<file path="src/rtl/writeback_arbiter.sv">
// Register-file writeback arbiter: ALU results take priority over a FIFO of load returns.
// Optional load scoreboard (busy / WAW detect) compiled in with WB_SCOREBOARD_EN.
module writeback_arbiter #(
   parameter int DW    = 19,
   parameter int AW    = 4,
   parameter int DEPTH = 4
) (
   input  logic                 clk,
   input  logic                 rst,
   input  logic                 alu_valid,
   input  logic [AW-1:0]        alu_rd,
   input  logic [DW-1:0]        alu_data,
   input  logic                 mem_valid,
   input  logic [AW-1:0]        mem_rd,
   input  logic [DW-1:0]        mem_data,
   output logic                 mem_ready,
   input  logic                 load_issue,
   input  logic [AW-1:0]        load_rd,
   output logic                 WE3,
   output logic [AW-1:0]        A3,
   output logic [DW-1:0]        WD3,
   output logic [(1<<AW)-1:0]   busy,
   output logic                 waw_err
);
   localparam int PW = $clog2(DEPTH);
   localparam logic [PW:0] FULL = (PW+1)'(DEPTH);

   logic [AW-1:0] q_rd   [DEPTH];
   logic [DW-1:0] q_data [DEPTH];
   logic [PW-1:0] wptr, rptr;
   logic [PW:0]   count;

   logic          push, pop, sel_vld;
   logic [AW-1:0] sel_rd;
   logic [DW-1:0] sel_data;

   assign mem_ready = (count < FULL);
   assign push      = mem_valid && mem_ready;

   always_comb begin
      pop      = 1'b0;
      sel_vld  = 1'b0;
      sel_rd   = alu_rd;
      sel_data = alu_data;
      if (alu_valid) begin
         sel_vld = 1'b1;
      end else if (count != '0) begin
         sel_vld  = 1'b1;
         pop      = 1'b1;
         sel_rd   = q_rd[rptr];
         sel_data = q_data[rptr];
      end
   end

   // Storage needs no reset: entries are only read when count says they are valid.
   always_ff @(posedge clk) begin
      if (push) begin
         q_rd[wptr]   <= mem_rd;
         q_data[wptr] <= mem_data;
      end
   end

   always_ff @(posedge clk) begin
      if (!rst) begin
         wptr  <= '0;
         rptr  <= '0;
         count <= '0;
      end else begin
         if (push) wptr <= wptr + 1'b1;
         if (pop)  rptr <= rptr + 1'b1;
         case ({push, pop})
            2'b10:   count <= count + 1'b1;
            2'b01:   count <= count - 1'b1;
            default: count <= count;
         endcase
      end
   end

   // r0 writes are swallowed here; A3/WD3 keep their last values when idle.
   always_ff @(posedge clk) begin
      if (!rst) begin
         WE3 <= 1'b0;
         A3  <= '0;
         WD3 <= '0;
      end else if (sel_vld && sel_rd != '0) begin
         WE3 <= 1'b1;
         A3  <= sel_rd;
         WD3 <= sel_data;
      end else begin
         WE3 <= 1'b0;
      end
   end

`ifdef WB_SCOREBOARD_EN
   logic                wb_fifo;
   logic [(1<<AW)-1:0]  set_m, clr_m;

   always_comb begin
      set_m = '0;
      clr_m = '0;
      if (load_issue) set_m[load_rd] = 1'b1;
      if (WE3 && wb_fifo) clr_m[A3] = 1'b1;
      set_m[0] = 1'b0;
   end

   always_ff @(posedge clk) begin
      if (!rst) begin
         wb_fifo <= 1'b0;
         busy    <= '0;
         waw_err <= 1'b0;
      end else begin
         wb_fifo <= pop && sel_rd != '0;
         busy    <= ((busy & ~clr_m) | set_m) & ~((1<<AW)'(1));
         if (alu_valid && alu_rd != '0 && busy[alu_rd]) waw_err <= 1'b1;
      end
   end
`else
   logic unused_sb;
   assign unused_sb = ^{load_issue, load_rd};
   assign busy      = '0;
   assign waw_err   = 1'b0;
`endif

endmodule

</file>
<file path="config.mk">
export PLATFORM = sky130hd
export DESIGN_NAME = writeback_arbiter
export DESIGN_NICKNAME = d
export VERILOG_FILES = /design/src/rtl/writeback_arbiter.sv
export SDC_FILE = /design/constraint.sdc
export NUM_CORES = 1
export LEC_CHECK = 0
export ABC_AREA = 1
export ABC_CLOCK_PERIOD_IN_PS = 4700
export BUFFER_PORTS_ARGS = -buffer_cell sky130_fd_sc_hd__buf_2
export CAP_MARGIN = 10
export CORE_MARGIN = 2
export CORE_UTILIZATION = 30
export DETAILED_ROUTE_END_ITERATION = 8
export GPL_TIMING_DRIVEN = 0
export PLACE_DENSITY = 0.5
export RECOVER_POWER = 100
export REMOVE_ABC_BUFFERS = 1
export SLEW_MARGIN = 10
export SYNTH_ARGS = -nofsm -noshare
export SYNTH_HDL_FRONTEND = slang
export SYNTH_SLANG_ARGS = --single-unit
export TNS_END_PERCENT = 50
</file>
<file path="constraint.sdc">
create_clock -name clk -period 4.7 [get_ports clk]
set_input_delay 1.175 -clock clk [delete_from_list [all_inputs] [get_ports clk]]
set_output_delay 1.175 -clock clk [all_outputs]
set_load 0.01 [all_outputs]
</file>
Word level (Yosys, flattened, before mapping)

Memory sizes are Yosys's and may differ from the RTL's. A register that Yosys moved wholly into a read port is not among the register bits.
Cells that the tools add are included.

Reductions and logical operators: 5
Equal/unequal tests: 2
Mux-type cells: 15
$lt $le $gt $ge: 1
$add $sub $neg: 4

Operator list:

| operator                                                              | count |
|---|---|
| 19-bit two-way mux                                                    | 2 |
| 2-bit two-way mux                                                     | 4 |
| 4-bit two-way mux                                                     | 2 |
| 1-bit two-way mux                                                     | 6 |
| 3-bit one-hot mux with 2 select lines                                 | 1 |
| 2-bit by 1-bit adder with 2-bit output, second input constant         | 2 |
| 4-bit nonzero test                                                    | 1 |
| 3-bit by 1-bit adder with 3-bit output, second input constant         | 1 |
| 3-bit < comparator, second input constant                             | 1 |
| 3-bit nonzero test                                                    | 1 |
| 3-bit by 1-bit subtractor with 3-bit output, second input constant    | 1 |
| 2-bit by 1-bit equality test with 1-bit output, second input constant | 1 |
| 2-bit equality test, second input constant                            | 1 |
| 1-bit logical AND                                                     | 2 |
| 2-bit nonzero test                                                    | 1 |

Bits in writable memories: 92
Output and inout bits: 42
Memories kept: 2
Input bits: 55
Bits in registers: 31

Memories:

| memory | words | bits a word | read ports | clocked after Yosys merged registers in | wr ports | line | RTL |
|---|---|---|---|---|---|---|---|
| q_data | 4     | 19          | 1          | 1                                       | 1        | 29   | `logic [DW-1:0] q_data [DEPTH];` |
| q_rd   | 4     | 4           | 1          | 1                                       | 1        | 28   | `logic [AW-1:0] q_rd [DEPTH];` |

Longest topological paths before layout

Gate-level depths: netlist of run 1.

Word-level depth: 6
Depth in mapped cells: 13

Least setup slack after synthesis of run 1

OpenSTA, ideal clock, no wires.

Kind: input port to flip-flop
Start point: input mem_valid
End point: memory q_data[0][0] (enable)
Buffers on the path: 0
Slack: 1,963 ps
Stages on the path: 2
Data arrival time: 2,334 ps
Setup time: 403 ps
Cells stage by stage: nand2_1 > nor2_1

Word-level cells in the longest chain between the ends: 3

RTL lines:

| element                                 | line | RTL |
|---|---|---|
| start, declared                         | 13   | `input logic mem_valid,` |
| 1-bit logical AND                       | 38   | `assign push = mem_valid && mem_ready;` |
| 1-bit two-way mux                       | 57   | `if (push) begin` |
| 1-bit two-way mux (not written as such) | 59   | `q_data[wptr] <= mem_data;` |
| end, declared                           | 29   |  |

No other way between the ends.

==> run summary, run 1 <==
The library cells used most frequently in the layout, excluding fill and tap cells, are edfxtp_1, nor2_1, nand2_1. The cell sitting at the root of the clock tree is a clkbuf_16. The deepest level of the CTS H-tree came out at 4. Once placement completed, the tool counted placed cells totaling 758.

The worst setup path is of the flop to flop kind. Clock latency on the worst-skew pair, taken at its later pin, is 0.42 ns. After synthesis, the mean cell area works out to 10.9 um^2. The required arrival time at the worst endpoint came out at 5.00 ns. The register area share after synthesis is 65.6%. STA classifies the critical path endpoint as a flop.

The maximum root-to-sink buffer count is 2. The DRC violations left is 0. The count of final hold-check violations came out at 0. The area enclosed by the die boundary is 18500 um^2. The synthesized netlist contains 26 unique library cells. Sorting the synthesized cells by area gives the leading types as edfxtp_1, dfxtp_1, nor2_1.

The I/O pin total is 97. The core footprint is 17200 um^2. The count of TritonRoute iterations in the first routing pass is 4. The hold buffer count at cts came out at 0. The final reports fail on capacitance limit, slew limit.

The post-synthesis instance total is 480. The type of the tightest min-delay check is flop to flop. The number of max-slew violations in the final report came out at 101. The maximum clock skew at final layout came out at 0.00813 ns.

The post-detailed-placement half-perimeter wirelength is 6910 um. TritonCTS built the clock tree. STA classifies the critical path startpoint as a flop. The worst supply voltage drop on vdd came out at 0.283 mV. The via count of the first global-routing pass is 3481. The violation count after the first detailed-route iteration is 127. The count of maximum capacitance violations is 4.

The part of the power in combinational logic is 25.5%. Once the clock tree was built, the setup fixing pass inserted 0 buffers. The clock transition at the registers of the reported paths came out at 0.05 ns.

The worst pin sits at a relative slew slack of -58.4%. The starting density of the core is 30.4%. The maximum fanout along the worst path is 42.

The global-route wire length before repair is 18100 um. The clock period minus worst slack came out at 3.27 ns. The total number of vias is 3484. The pin count of the biggest net entering global routing is 47. The post-synthesis register bit count is 125. OpenSTA, run right after detailed placement, puts the worst setup slack at 1.29 ns.

Once detail routing completed, the nets flagged for antenna violations numbered 0. The maximum frequency from static timing analysis came out at 306 MHz. The post-cts resize count came out at 0. At the pin with the least slew margin, the transition time is 2.37 ns. Setup violations remaining at the end of the flow were counted as 0. The portion of total power attributed to sequential cells is 40.4%. The number of antenna cells inserted is 0. edfxtp_1 takes more of the synthesized area than any other cell.

The total CTS buffers came out at 17. The weighted congestion reported at the end of routability-driven placement is 0.709. The CTS sink count came out at 125.

Setup repair after global routing left no endpoint under its margin. The fraction of final layout cells sized beyond drive strength 1 is 11.0%. Of the total power, the clock network draws 34.1%. For this run, the number of Yosys warnings is 0. The number of cells in the finished layout apart from fillers is 790. The internal power summed over all cells is 2470 uW. In the global route stage, overall resource usage came out at 13.3%.

The worst hold path begins at A3[0]. Wires add up to 11500 um. The number of buffers inserted by port buffering is 74. In this run the horizontal extent of the chip is 136 um.

Global routing finished with a remaining overflow of 0. The hold slack came out at 0.463 ns. The via count normalized by instance count is 4.41.

The top cell type by area accounts for 52.9% of the synthesized area. The row count came out at 48. Summed over all cells, the static leakage comes to 0.00249 uW. From bottom edge to top edge, the die measures 136 um. The switching power share of the total came out at 32.1%. The initial antenna violation count came out at 0. The most common library cell in the layout ignoring fill and taps is edfxtp_1. The final critical path takes up 69.5% of the cycle. Adding up every negative setup slack in the final design gives 0 ns.

Fill cells in the final layout number 1733. The analysis attributes to net switching a power of 1170 uW. The growth of design area from synthesis to finish came out at 19.0%. The worst path meets setup with 1.43 ns of slack. The run finished, with violations left. The net count of the finished layout came out at 613. The total power density per cell area came out at 586 nW/um^2. The detailed-route wire length per cell came out at 14.6 um.

The synthesized cell area came out at 5220 um^2. Data on the critical path arrives at its endpoint at 3.57 ns.
## through the flow
step,total power (uW),utilization (%),area [um^2]
finish,3640,36.2,6210
detailed placement,2480,33.5,5760
floorplan,2120,-,5030
global placement,2430,33.1,5680
global route,3880,36.2,6210
CTS,3740,36.8,6330
## layout make-up
class | count | area [um^2] | share of cell area (%)
Clock buffer | 19 | 443 | 7.13
Timing Repair Buffer | 76 | 334 | 5.38
Tap cell | 225 | 282 | 4.53
Sequential cell | 125 | 3420 | 55.1
Multi-Input combinational cell | 300 | 1480 | 23.9
Clock inverter | 13 | 125 | 2.01
Inverter | 32 | 120 | 1.93
## power groups by stage
stage / Sequential [uW] / Combinational, uW / Clock, uW
CTS: 1470 / 996 / 1270
global placement: 1520 / 909 / 0
floorplan: 1530 / 586 / 0
finish: 1470 / 927 / 1240
detailed placement: 1490 / 994 / 0
global route: 1490 / 1060 / 1330
## critical path, cell delays in order, from the launching register on
cell and delay (ns):
dfxtp_1 0.63, inv_1 0.81, nand3_1 0.15, nand3_1 0.15, nand2_1 0.08, nand2_1 0.09
nor2_1 0.07, nor2_4 0.79, nand2_1 0.21, nand2_1 0.12, nor2_1 0.05
## state kept, by name, indices dropped and copies added, names as in the netlist, named ones only
name and count:
q_data 76, WD3 19, q_rd 16, A3 4, count 3, rptr 2
wptr 2, WE3 1
## kinds of logic after synthesis
logic type	count (synthesis)	share of synthesized area [%]
buffers and inverters	71	7.14
muxes	19	3.64
and+or+nand+nor	182	14.0
adders and majority gates	6	1.58
other	1	0.0718
AOI/OAI and AO/OA	76	8.01
DFF	125	65.6
## path summary, 6_finish.rpt
kind         slack [ns]  endpoint  cells after the start
min                0.46     A3[0]                      2
min reg2reg        0.46     A3[0]                      2
max reg2reg        1.43    WD3[0]                     10
max                1.43    WD3[0]                     10
## routing by layer
metal  GRT usage (%)  routed length, um  vias up
met5               0                  0        -
met4            4.92                153        0
met3            4.47                667       10
met2            22.7               5650       86
met1            15.5               5030     1647
li1                -                  -     1741
## synth_stat cells
library cell and instances:
nor2_2 1, o21ai_0 29, fa_1 1, and3_1 1
o21ai_1 16, conb_1 1, mux2i_1 19, o21bai_1 1
nor2_4 2, nor2_1 88, dfxtp_1 33, a21oi_1 10
ha_1 5, o22ai_1 19, nand3_1 13, clkbuf_1 6
a21oi_4 1, inv_1 30, nand2_1 75, buf_6 2
inv_2 2, edfxtp_1 92, nand2_2 1, nand2_4 1
buf_2 10, buf_4 21
Power figures use the tool's default switching activity.
==> run 2: changes to the inputs <==
--- a/config.mk
+++ b/config.mk
@@ -6,14 +6,14 @@
 export NUM_CORES = 1
 export LEC_CHECK = 0
 export ABC_AREA = 1
-export ABC_CLOCK_PERIOD_IN_PS = 4700
+export ABC_CLOCK_PERIOD_IN_PS = 2850
 export BUFFER_PORTS_ARGS = -buffer_cell sky130_fd_sc_hd__buf_2
 export CAP_MARGIN = 10
 export CORE_MARGIN = 2
 export CORE_UTILIZATION = 30
 export DETAILED_ROUTE_END_ITERATION = 8
 export GPL_TIMING_DRIVEN = 0
-export PLACE_DENSITY = 0.5
+export PLACE_DENSITY = 0.52
 export RECOVER_POWER = 100
 export REMOVE_ABC_BUFFERS = 1
 export SLEW_MARGIN = 10
==> constraint.sdc (replaced) <==
create_clock -name clk -period 2.85 [get_ports clk]
set_input_delay 0.7125 -clock clk [delete_from_list [all_inputs] [get_ports clk]]
set_output_delay 0.7125 -clock clk [all_outputs]
set_load 0.01 [all_outputs]
==> run summary, run 2 (synthesis results as in run 1) <==
The row count came out at 48. Subtracting the final worst setup slack from the clock period gives 2.55 ns. The global router's overall resource usage came out at 14.1%.

The headroom to the max-slew limit is 2.95%. The net count of the finished layout is 616. The maximum clock skew at final layout is 0.00678 ns.

The total CTS buffers came out at 17. The largest registers in the layout are q_data (76), WD3 (19), q_rd (16). The number of cells in the finished layout apart from fillers is 793. The growth of design area from synthesis to finish is 20.3%. The global-route wire length before repair came out at 18600 um.

From left edge to right edge, the die measures 136 um. Static timing analysis puts the maximum clock frequency at 392 MHz. The detailed-route wire length per cell is 15.4 um.

The flow ran to the end, and the final reports show no timing, DRC or antenna violations. The class of the most critical setup path is flop to flop. In this run the most critical hold path is launched from WD3[6]. The share of the core filled with cells in the final layout came out at 36.6%.

STA classifies the critical path endpoint as a flop. The height of the die came out at 136 um. The total power is 6170 uW. The hold slack came out at 0.477 ns. The overall overflow remaining after global route came out at 0. The via count of the first global-routing pass came out at 3274. The signal on the critical path passes through buf_16, inv_4, nand2_1, nand2_1, nand2_1, nand3_1, nand2_1, nand2_1, nor2_2, nor2_4, nor2_1, nor2_1. The total placed cells including tap cells came out at 758. No sink is reached through more buffers than the 2 on the longest clock path. The initial utilization of the core area, before any placement, comes to 30.4%. The final period utilization came out at 89.5%.

The number of flip-flops in the largest register is 76. The actual transition at the worst max-transition pin came out at 1.45 ns. For this design the top-level I/O count stands at 97.

Setup slack on the worst reg-to-reg path comes out at 0.30 ns. The core footprint is 17200 um^2. The final count of negative-setup-slack endpoints is 0. The count of maximum capacitance violations came out at 0.

Among the stages of the critical path, the cell type that occurs most often is nand2_1. Clock-pin slew was measured on the worst setup and hold paths at 0.05 ns. The fraction of final layout cells sized beyond drive strength 1 came out at 12.3%. The DRC violations left came out at 0.

IR analysis of the VDD net gives a maximum drop of 0.543 mV. The pre-CTS worst setup slack is -0.524 ns. The tightest min-delay check is of the flop to flop type. The later-pin clock latency in the skew report came out at 0.42 ns. The leakage power figure is 0.00251 uW. The count of final hold-check violations came out at 0. The total power density per cell area came out at 983 nW/um^2. The worst register-to-register path ends at WD3[17].

Data on the critical path arrives at its endpoint at 2.91 ns. The library cell used most frequently in the layout, excluding fill and tap cells, is edfxtp_1. The post-route antenna net violation count came out at 0.

The hold buffer count at cts is 0. The total number of vias is 3474. After layout, the worst setup slack is 0.298 ns. Entering global routing, the biggest net connects 47 pins. The initial antenna violation count is 0.

The final wirelength came out at 12200 um. The critical path's largest stage delay came out at 0.58 ns. The clock tree from TritonCTS is built. Counting instances, the worst hold path has a depth of 2.

In this run the clock root is driven by a clkbuf_16. The top cell types in the final layout, fill and taps aside, are edfxtp_1, nor2_1, nand2_1. For this run, the detailed router's first-pass iteration total came to 4. The number of antenna cells inserted is 0.

The CTS sink count came out at 125. The startpoint class of the critical path is a flop. The largest register by flop count is q_data. On the critical path, the stage with the largest delay is an instance of nor2_4. The hold-critical path endpoint is WD3[6]. The number of max-slew violations in the final report was 0. The number of buffers inserted by port buffering came out at 74. The weighted congestion reported at the end of routability-driven placement is 0.727. CTS built an H-tree with a depth of 4. The maximum fanout along the worst path came out at 46.

Setup repair after global routing left no endpoint under its margin. In the routed layout, each cell is associated on average with a via count of 4.38. The post-detailed-placement half-perimeter wirelength came out at 6770 um. The length in cells of the worst reg-to-reg path is 12. The violation count after the first detailed-route iteration came out at 216. The post-CTS setup buffer count came out at 0. The required arrival time at the worst endpoint is 3.21 ns. The area enclosed by the die boundary is 18500 um^2.
run 2: cell types whose count changed in the layout (fill, tap and decap cells not counted), sizes merged:
| cell | before | now |
|---|---|---|
| bufinv | 2 | 3 |
| clkinv | 7 | 4 |
| nor2 | 91 | 93 |
| clkbuf | 68 | 69 |
| clkinvlp | 4 | 6 |
run 2: worst max-delay path: cells and delay by family (launching register included):
family | cells | cell delay [ns]
simple gates | 10 | 1.39
buf+inv | 2 | 0.61
flops | 1 | 0.46
run 2: layout make-up:
type                    count  area [um^2]
clock inverters            12          146
fillers                  1732        10900
repair buffers             76          343
multi-input cells         302         1510
well taps                 225          282
inverters                  32          126
repair inverters            1         5.00
flip-flops and latches    125         3430
clock buffers              20          437
run 2: routing by layer:
layer / vias up / global-route usage [%] / share of wire, %
met5: - / 0 / 0
met3: 16 / 4.62 / 6.0
met2: 101 / 22.5 / 49
met4: 0 / 5.38 / 1.5
li1: 1752 / - / -
met1: 1605 / 17.7 / 44
run 2: worst max path at each step:
stage,startpoint,slack [ns],to,depth (start not counted)
2_1_floorplan,flop,0.13,A3[1],11
3_3_place_gp,flop,-1.42,WD3[5],11
3_5_place_dp,flop,-0.52,WD3[5],10
4_1_cts,flop,0.10,WD3[5],13
5_1_grt,flop,0.04,WD3[5],12
6_report,flop,0.30,WD3[17],12
run 2: what timing repair did:
item                       4_1_cts  5_1_grt
resized for setup                4        2
pin swaps                        1        1
setup endpoints to repair       24        6
gates cloned                     2        1
run 2: per-stage QoR:
step	setup TNS, ns	instance area [um^2]
finish	0	6280
global route	0	6280
CTS	0	6370
detailed placement	-9.35	5770
global placement	-72.23	5680
floorplan	0	5030
run 2: report_power, final:
group	internal [uW]	switching [uW]
registers	2280	161
clock network	1360	761
logic	520	1090
total	4160	2010
==> run 3: changes to the inputs <==
--- a/config.mk
+++ b/config.mk
@@ -6,14 +6,14 @@
 export NUM_CORES = 1
 export LEC_CHECK = 0
 export ABC_AREA = 1
-export ABC_CLOCK_PERIOD_IN_PS = 2850
+export ABC_CLOCK_PERIOD_IN_PS = 2500
 export BUFFER_PORTS_ARGS = -buffer_cell sky130_fd_sc_hd__buf_2
 export CAP_MARGIN = 10
 export CORE_MARGIN = 2
 export CORE_UTILIZATION = 30
 export DETAILED_ROUTE_END_ITERATION = 8
 export GPL_TIMING_DRIVEN = 0
-export PLACE_DENSITY = 0.52
+export PLACE_DENSITY = 0.5
 export RECOVER_POWER = 100
 export REMOVE_ABC_BUFFERS = 1
 export SLEW_MARGIN = 10
==> constraint.sdc (replaced) <==
create_clock -name clk -period 2.5 [get_ports clk]
set_input_delay 0.625 -clock clk [delete_from_list [all_inputs] [get_ports clk]]
set_output_delay 0.625 -clock clk [all_outputs]
set_load 0.01 [all_outputs]
==> run summary, run 3 (synthesis results as in run 1) <==
The net switching power is 2350 uW. The post-layout instance area came out at 6350 um^2. Dividing total power by cell area gives a power density of 1110 nW/um^2. The area of placed instances came out at 5760 um^2.

The final layout contains routed wiring with a total length of 12600 um. The final count of negative-setup-slack endpoints came out at 0. Among the stages of the critical path, the cell type that occurs most often is nand2_1. The growth of design area from synthesis to finish came out at 21.7%. Dividing the detail-routed wire length by the instance count gives 15.8 um.

The core footprint came out at 17200 um^2. TritonCTS built the clock tree. The share of the core filled with cells in the final layout came out at 37.0%. The worst supply voltage drop on vdd is 0.565 mV.

The count of final hold-check violations is 0. The via count of the first global-routing pass is 3550. The leakage power figure is 0.00254 uW. The starting density of the core is 30.4%. The register with the most flip-flops in the layout has 76 of them. Port buffering added 74 buffers.

The arrival time at the worst endpoint came out at 2.61 ns. The min-delay analysis places its worst path in the category flop to flop. For the final database, setup skew stands at 0.00934 ns.

97 I/O pins were placed. The net count of the finished layout came out at 620. The via count normalized by instance count came out at 4.48. The hold slack came out at 0.462 ns. The fraction of final layout cells sized beyond drive strength 1 came out at 13.3%. The number of max-slew violations in the final report came out at 0. Detailed routing inserted a total of 3573 vias. Clock tree synthesis inserted a total of 17 buffers. The actual transition at the worst max-transition pin is 0.988 ns. The portion of total power attributed to sequential cells is 39.1%. Measured along the x axis, the die boundary spans 136 um. The maximum fanout along the worst path is 46. The overall overflow remaining after global route is 0. The clock transition at the registers of the reported paths is 0.05 ns. In this run the core area contains 48 standard-cell rows.

STA classifies the critical path startpoint as a flop. The area enclosed by the die boundary came out at 18500 um^2. Timing analysis after detailed placement gives a worst setup slack of -0.847 ns.

The internal power of the cells totals 4730 uW. Leaving out fill and tap cells, the most frequent cells in the layout are edfxtp_1, nor2_1, nand2_1. The count of TritonRoute iterations in the first routing pass came out at 4. The part of the power in combinational logic is 28.0%. Once detail routing completed, the nets flagged for antenna violations numbered 0. The violation count after the first detailed-route iteration is 160. The clock period minus worst slack came out at 2.27 ns. Among all stages on the critical path, the largest delay is contributed by dfxtp_4.

The DRC violations left is 0. The pin count of the biggest net entering global routing is 47. The maximum root-to-sink buffer count came out at 2.

For this run, the top clock speed supported by timing is 441 MHz. The H-tree was split into 4 levels. The critical path's largest stage delay came out at 0.41 ns. Per report_power, the clock group accounts for 32.9% of the total. The global-route wire length before repair is 19100 um. At the end of routability-driven placement, the weighted congestion stood at 0.709.

The number of antenna cells inserted is 0. Setup repair after global routing left no endpoint under its margin. The CTS sink count came out at 125.

The class of the most critical setup path is flop to flop. Walking the worst path, the cells encountered are buf_12, inv_6, nand2_1, nand3_1, nand3_1, nand2_1, nand2_1, nor2_4, nor2_4, buf_12, nand2_1, nand2_1, nor2_1. The final setup slack of the worst path came out at 0.235 ns.

The final period utilization came out at 90.6%. The most common library cell in the layout ignoring fill and taps is edfxtp_1. The worst setup path is captured at a flop.

Ranked by flip-flop count, first place goes to q_data. Detailed placement finished with a half-perimeter wire length of 6910 um. The largest registers in the layout are q_data (76), WD3 (19), q_rd (16). The height of the die came out at 136 um. The flow ran to the end, and the final reports show no timing, DRC or antenna violations. The worst pin sits at a relative slew slack of 33.9%.

At the later pin of the worst-skew pair, clock insertion delay measures 0.41 ns. The clock root buffer is clkbuf_16. The initial antenna violation count came out at 0. The count of maximum capacitance violations is 0. The required arrival time at the worst endpoint came out at 2.85 ns. The global router's overall resource usage came out at 14.2%. The final setup TNS came out at 0 ns. The switching power share of the total is 33.2%.
## run 3: metal layers
layer  part of all wire (%)  GRT usage [%]  up-vias
li1                       -              -     1757
met1                     44           16.7     1707
met2                     49           23.8       99
met3                    6.1           5.15       10
met4                    1.2           5.27        0
met5                      0              0        -
## run 3: critical path, delay by kind of cell, from the launching register on
kind / cells / cell delay, ns
buf+inv: 3 / 0.66
flops: 1 / 0.41
simple gates: 10 / 1.11
## run 3: metrics by stage
step / power [uW] / cells
after detailed placement: 4670 / 758
final: 7080 / 797
after global placement: 4560 / 756
after global routing: 7520 / 797
after floorplan: 3980 / 457
after CTS: 7130 / 794
## run 3: worst paths after layout
kind / slack [ns] / endpoint / startpoint / cells after the start
setup / recovery: 0.23 / WD3[0] / flop / 13
setup reg to reg: 0.23 / WD3[0] / flop / 13
hold / removal: 0.46 / A3[0] / A3[0] / 2
hold reg to reg: 0.46 / A3[0] / A3[0] / 2
## run 3: layout make-up
cell class,count,area (um^2)
well taps,225,282
inverters,32,129
repair inverters,1,5.00
multi-input cells,303,1550
clock buffers,19,443
fillers,1717,10800
repair buffers,79,393
flip-flops and latches,125,3430
clock inverters,13,125
## run 3: power groups by stage
stage,sequential (uW),combinational (uW),clock (uW)
2_1_floorplan,2880,1100,0
3_3_place_gp,2850,1710,0
3_5_place_dp,2800,1870,0
4_1_cts,2760,1980,2390
5_1_grt,2810,2220,2490
6_report,2770,1980,2330
## run 3: repair_timing
action,in CTS,in global routing
resized for setup,7,3
pin swaps,2,2
gates cloned,3,1
setup buffers,1,2
hold buffers,0,0
setup endpoints to repair,24,21
